<file path="config.mk">
export PLATFORM = sky130hd
export DESIGN_NAME = adc_sample_fifo
export DESIGN_NICKNAME = d
export VERILOG_FILES = /design/src/rtl/adc_sample_fifo.sv
export SDC_FILE = /design/constraint.sdc
export NUM_CORES = 1
export LEC_CHECK = 0
export ABC_AREA = 0
export ABC_CLOCK_PERIOD_IN_PS = 2840
export CAP_MARGIN = 10
export CELL_PAD_IN_SITES_DETAIL_PLACEMENT = 0
export CELL_PAD_IN_SITES_GLOBAL_PLACEMENT = 2
export CORE_UTILIZATION = 40
export CTS_CLUSTER_DIAMETER = 200
export CTS_CLUSTER_SIZE = 8
export DETAILED_ROUTE_END_ITERATION = 7
export GPL_TIMING_DRIVEN = 0
export PLACE_DENSITY_LB_ADDON = 0.25
export SYNTH_ARGS = -nofsm -noshare
export SYNTH_HDL_FRONTEND = slang
export SYNTH_SLANG_ARGS = --single-unit
</file>
<file path="constraint.sdc">
create_clock -name clk -period 2.84 [get_ports clk]
set_input_delay 0.426 -clock clk [delete_from_list [all_inputs] [get_ports clk]]
set_output_delay 0.426 -clock clk [all_outputs]
set_load 0.005 [all_outputs]
</file>
<file path="src/rtl/adc_sample_fifo.sv">
// adc_sample_fifo: first-word-fall-through FIFO for ADC samples, with frame marking and overflow accounting.
// A push that finds the FIFO full is dropped even if a pop happens on the same edge.
module adc_sample_fifo #(
  parameter int DATA_WIDTH = 16,
  parameter int DEPTH      = 16,
  parameter int FRAME_LEN  = 256
) (
  input  logic                     clk,
  input  logic                     rst_n,
  input  logic [DATA_WIDTH-1:0]    in_data,
  input  logic                     in_valid,
  output logic [DATA_WIDTH-1:0]    out_data,
  output logic                     out_valid,
  input  logic                     out_ready,
  output logic                     out_last,
  output logic [$clog2(DEPTH):0]   level,
  output logic                     overflow,
  output logic [7:0]               drop_count,
  input  logic                     ovf_clear
);
  localparam int AW = $clog2(DEPTH);
  localparam int FW = $clog2(FRAME_LEN);
  localparam logic [AW:0]   FULL = (AW+1)'(DEPTH);
  localparam logic [FW-1:0] LAST = FW'(FRAME_LEN-1);

  logic [DATA_WIDTH-1:0] mem [DEPTH];
  logic [AW-1:0] wp_q, wp_d, rp_q, rp_d;
  logic [AW:0]   level_q, level_d;
  logic [FW-1:0] frame_q, frame_d;
  logic          ovf_q, ovf_d;
  logic [7:0]    drop_q, drop_d;
  logic          push, pop, drop;

  always_comb begin
    push      = in_valid && (level_q != FULL);
    drop      = in_valid && (level_q == FULL);
    out_valid = level_q != '0;
    pop       = out_valid && out_ready;
    wp_d      = push ? wp_q + AW'(1) : wp_q;
    rp_d      = pop ? rp_q + AW'(1) : rp_q;
    level_d   = (push && !pop) ? level_q + (AW+1)'(1) :
                (pop && !push) ? level_q - (AW+1)'(1) : level_q;
    frame_d   = !pop ? frame_q : (frame_q == LAST) ? '0 : frame_q + FW'(1);
    // A drop outranks a coincident clear so the new event is never lost.
    ovf_d     = drop || (ovf_q && !ovf_clear);
    drop_d    = drop ? (ovf_clear ? 8'd1 : (drop_q == 8'hff) ? 8'hff : drop_q + 8'd1) :
                ovf_clear ? 8'd0 : drop_q;
  end

  always_ff @(posedge clk) if (push) mem[wp_q] <= in_data;

  always_ff @(posedge clk or negedge rst_n) begin
    if (!rst_n) begin
      wp_q    <= '0;
      rp_q    <= '0;
      level_q <= '0;
      frame_q <= '0;
      ovf_q   <= 1'b0;
      drop_q  <= '0;
    end else begin
      wp_q    <= wp_d;
      rp_q    <= rp_d;
      level_q <= level_d;
      frame_q <= frame_d;
      ovf_q   <= ovf_d;
      drop_q  <= drop_d;
    end
  end

  assign out_data   = mem[rp_q];
  assign out_last   = out_valid && (frame_q == LAST);
  assign level      = level_q;
  assign overflow   = ovf_q;
  assign drop_count = drop_q;
endmodule

</file>
==> impl_metrics.json <==
{
  "result_of_the_run": "finished, violations left",
  "violated_checks": "negative setup slack",
  "final_max_slew_viol_count": 0,
  "bufs_on_longest_clock_path": 3,
  "antenna_left": 0,
  "antenna_cells": 0,
  "remaining_drc_errors": 0,
  "path_delay_family": "buffers and inverters",
  "finalHoldWorstSlack_ns": 0.3028,
  "crit_path_max_fanout": 10,
  "cpMaxStageDelayCell": "sky130_fd_sc_hd__mux4_2",
  "placement_stage_worst_setup_slack_ns": -0.3790,
  "timing.critical_path.from_type": "flop",
  "count_of_endpoints_failing_setup_in_the_final_report": 2,
  "layout.cells.most_common_list": "sky130_fd_sc_hd__edfxtp_1 (256), sky130_fd_sc_hd__mux2i_1 (62), sky130_fd_sc_hd__clkbuf_16 (43), sky130_fd_sc_hd__nand2_1 (39), sky130_fd_sc_hd__clkdlybuf4s50_1 (35)",
  "worst_setup_hold_path_clk_slew_ns": 0.05,
  "fp.dieArea_um2": 29220,
  "netSwitchingPower_mw": 4.869,
  "tightest_slew_ns": 0.7352,
  "syn_to_final_growth_pct": 27.60,
  "fin_nets": 808,
  "synth_largest_area_cell": "sky130_fd_sc_hd__edfxtp_1",
  "seq_power_share": 0.354,
  "power.ir.vdd_worst_uv": 474.3,
  "layout.cells.most_common": "sky130_fd_sc_hd__edfxtp_1",
  "crit_path_frequent_cell": "sky130_fd_sc_hd__buf_6",
  "max_stage_delay_ns": 0.53,
  "worst_slack_ns": -0.1364,
  "setup.worst_path.class": "reg -> out",
  "die_h_um": 170.9,
  "wire_per_inst_um": 22.36,
  "power-per-cell-area_nw_per_um2": 1051,
  "clockRootBuffer": "sky130_fd_sc_hd__clkbuf_16",
  "rsz_0062_raised_after_global_routing": "true",
  "synth_warnings": 0,
  "maximum_number_of_pins_on_one_net_before_global_route_repair": 31,
  "max_slew_headroom_at_the_worst_pin": 0.5099,
  "achievable-frequency_mhz": 336.0,
  "die-width_um": 170.9,
  "core_area_um2": 27930,
  "post-synth-top-area-fraction": 0.6735,
  "dp.final_hpwl_um": 17360,
  "critical_path_cell_sequence": "buf_6, buf_6, mux4_2, a22oi_1, nand2_1, clkdlybuf4s50_1",
  "synth.lib_cells_used.distinct": 38,
  "end_kind": "primary output",
  "gpl.final_weighted_congestion": 0.7941,
  "clk-insertion-delay-late_ns": 0.51,
  "vias_in_the_first_global_route": 6457,
  "wirelength_um": 26340,
  "wl_met3_um": 1128,
  "critPathArrivalTime_ns": 2.55,
  "grt_overflow": 0,
  "syn_nets": 677,
  "ys_ff_latch": 286,
  "start_util": 0.4086,
  "p_comb_frac": 0.357,
  "post-route-period-util": 1.048,
  "wl_met1_um": 11630,
  "cp.buffers_inverters": 3,
  "numPortBuffers": 51,
  "routed-wl-met2_um": 13120,
  "synth_area_per_cell_um2": 17.72,
  "syn_inst": 644,
  "layout_min_cycle_time_ns": 2.976,
  "hold_viol_final": 0,
  "fin_skew_ns": 0.01431,
  "max_cap_violations": 0,
  "hold_path_class": "in -> reg",
  "drt-pass1-iter-count": 4,
  "drt_iter0_markers": 363,
  "fp-row-count": 61,
  "crit_required_ns": 2.41,
  "viasPerCell": 5.324,
  "cell_area_after_synthesis_um2": 11410,
  "cts_tree": "built",
  "tritoncts.num_buffers": 41,
  "final_layout_size_suffix_gt1_frac": 0.2875,
  "total_leakage_power_nw": 5.060,
  "highest_layer": "met4",
  "synth_area_leaders": "sky130_fd_sc_hd__edfxtp_1 (67%), sky130_fd_sc_hd__dfrtp_1 (6.6%), sky130_fd_sc_hd__mux4_2 (6.3%)",
  "antenna_found_initial": 0,
  "power.switching_fraction": 0.3182,
  "fin_tns_setup_ns": -0.1627,
  "clock_tree.htree_level_count": 2,
  "io_pins": 53,
  "global_route.usage.total": 0.1874,
  "seq_area_frac_synth": 0.7392,
  "clkSinkCount": 286,
  "grt_pass1_wl_um": 39430,
  "vias": 6272,
  "cell_internal_power_dissipation_mw": 10.43,
  "utilization": 0.5214,
  "power_frac_clock": 0.289
}
## flip-flops by register name, summed over array words and instances, names as in the netlist
signal and count:
rp_q 4, drop_count 8, level 5, frame_q 8, wp_q 4, overflow 1
mem 256
## power groups by stage
stage / Combinational (mW) / Sequential, mW / Clock (mW)
5_1_grt: 5.83 / 5.46 / 4.70
4_1_cts: 5.18 / 5.41 / 4.52
3_3_place_gp: 4.32 / 5.39 / 0
6_report: 5.46 / 5.42 / 4.42
3_5_place_dp: 4.52 / 5.40 / 0
2_1_floorplan: 2.65 / 5.36 / 0
## Yosys cell counts
master	n
sky130_fd_sc_hd__a21oi_1	6
sky130_fd_sc_hd__a21boi_2	1
sky130_fd_sc_hd__ha_1	11
sky130_fd_sc_hd__dfrtp_1	30
sky130_fd_sc_hd__a221oi_1	32
sky130_fd_sc_hd__mux2i_1	67
sky130_fd_sc_hd__nand2b_1	4
sky130_fd_sc_hd__a211oi_2	1
sky130_fd_sc_hd__xnor2_1	11
sky130_fd_sc_hd__a211oi_1	1
sky130_fd_sc_hd__nor2_1	20
sky130_fd_sc_hd__nor3_1	10
sky130_fd_sc_hd__xor2_1	2
sky130_fd_sc_hd__nand3_2	1
sky130_fd_sc_hd__mux4_2	32
sky130_fd_sc_hd__buf_2	15
sky130_fd_sc_hd__o2111a_1	1
sky130_fd_sc_hd__o21ai_0	24
sky130_fd_sc_hd__buf_1	3
sky130_fd_sc_hd__a21o_1	3
sky130_fd_sc_hd__o21ai_1	5
sky130_fd_sc_hd__nand2_1	40
sky130_fd_sc_hd__nand4_1	5
sky130_fd_sc_hd__and3_1	6
sky130_fd_sc_hd__and2_1	4
sky130_fd_sc_hd__inv_2	1
sky130_fd_sc_hd__or3_1	1
sky130_fd_sc_hd__nor2b_1	1
sky130_fd_sc_hd__buf_4	3
sky130_fd_sc_hd__nor3_2	1
sky130_fd_sc_hd__nor4_1	1
sky130_fd_sc_hd__clkbuf_1	12
sky130_fd_sc_hd__nand3_1	4
sky130_fd_sc_hd__edfxtp_1	256
sky130_fd_sc_hd__inv_1	11
sky130_fd_sc_hd__a22oi_1	16
sky130_fd_sc_hd__fa_1	1
sky130_fd_sc_hd__nor4_4	1
## repair_timing
action / CTS / global route
pin swaps: 25 / 27
hold buffers: 1 / 0
endpoints found under the hold margin: 20 / 0
gates resized for setup: 119 / 52
setup buffers: 11 / 13
setup endpoints to repair: 17 / 33
## logic make-up after synthesis
| kind of cell | after synthesis | share of synthesized area |
|---|---|---|
| AO/OA/AOI/OAI | 90 | 0.05612 |
| multiplexers | 99 | 0.1219 |
| AND/OR/NAND/NOR | 99 | 0.04154 |
| XOR/XNOR | 13 | 0.009975 |
| buffers and inverters | 45 | 0.01743 |
| adder cells (fa/ha/maj) | 12 | 0.01381 |
| flip-flops | 286 | 0.7392 |
## area by class of cell
class / count / area (µm²)
fillers: 2289 / 13370
flip-flops and latches: 286 / 8447
multi-input cells: 313 / 3241
clock buffers: 67 / 1176
repair buffers: 94 / 900.9
well taps: 378 / 473.0
plain buffers: 27 / 267.8
inverters: 12 / 51.30
clock inverters: 1 / 8.758
## layer usage
layer,vias up,track usage
met4,0,0.05396
met5,-,0
met2,149,0.3157
met1,3249,0.2462
li1,2841,-
met3,33,0.03747
## per-stage QoR
step                cell area [µm²]  std cells  power [mW]
floorplan                     11410        644       8.012
global placement              12400       1073       9.714
detailed placement            12660       1091       9.927
CTS                           14380       1166       15.11
global route                  14570       1178       15.99
finish                        14570       1178       15.30
## worst paths after layout
path                       cells past startpoint  slack [ns]  startpoint       endpoint
min reg2reg                                    1        0.47  frame_q[6]     frame_q[6]
min in group asynchronous                      2        0.52       rst_n  drop_count[1]
max reg2reg                                   11        0.18    level[2]       level[4]
max in group asynchronous                      2        1.77       rst_n        rp_q[3]
max                                            6       -0.14     rp_q[0]   out_data[14]
min                                            2        0.30   ovf_clear  drop_count[4]
Note: power is estimated with default switching activity, not from simulation.
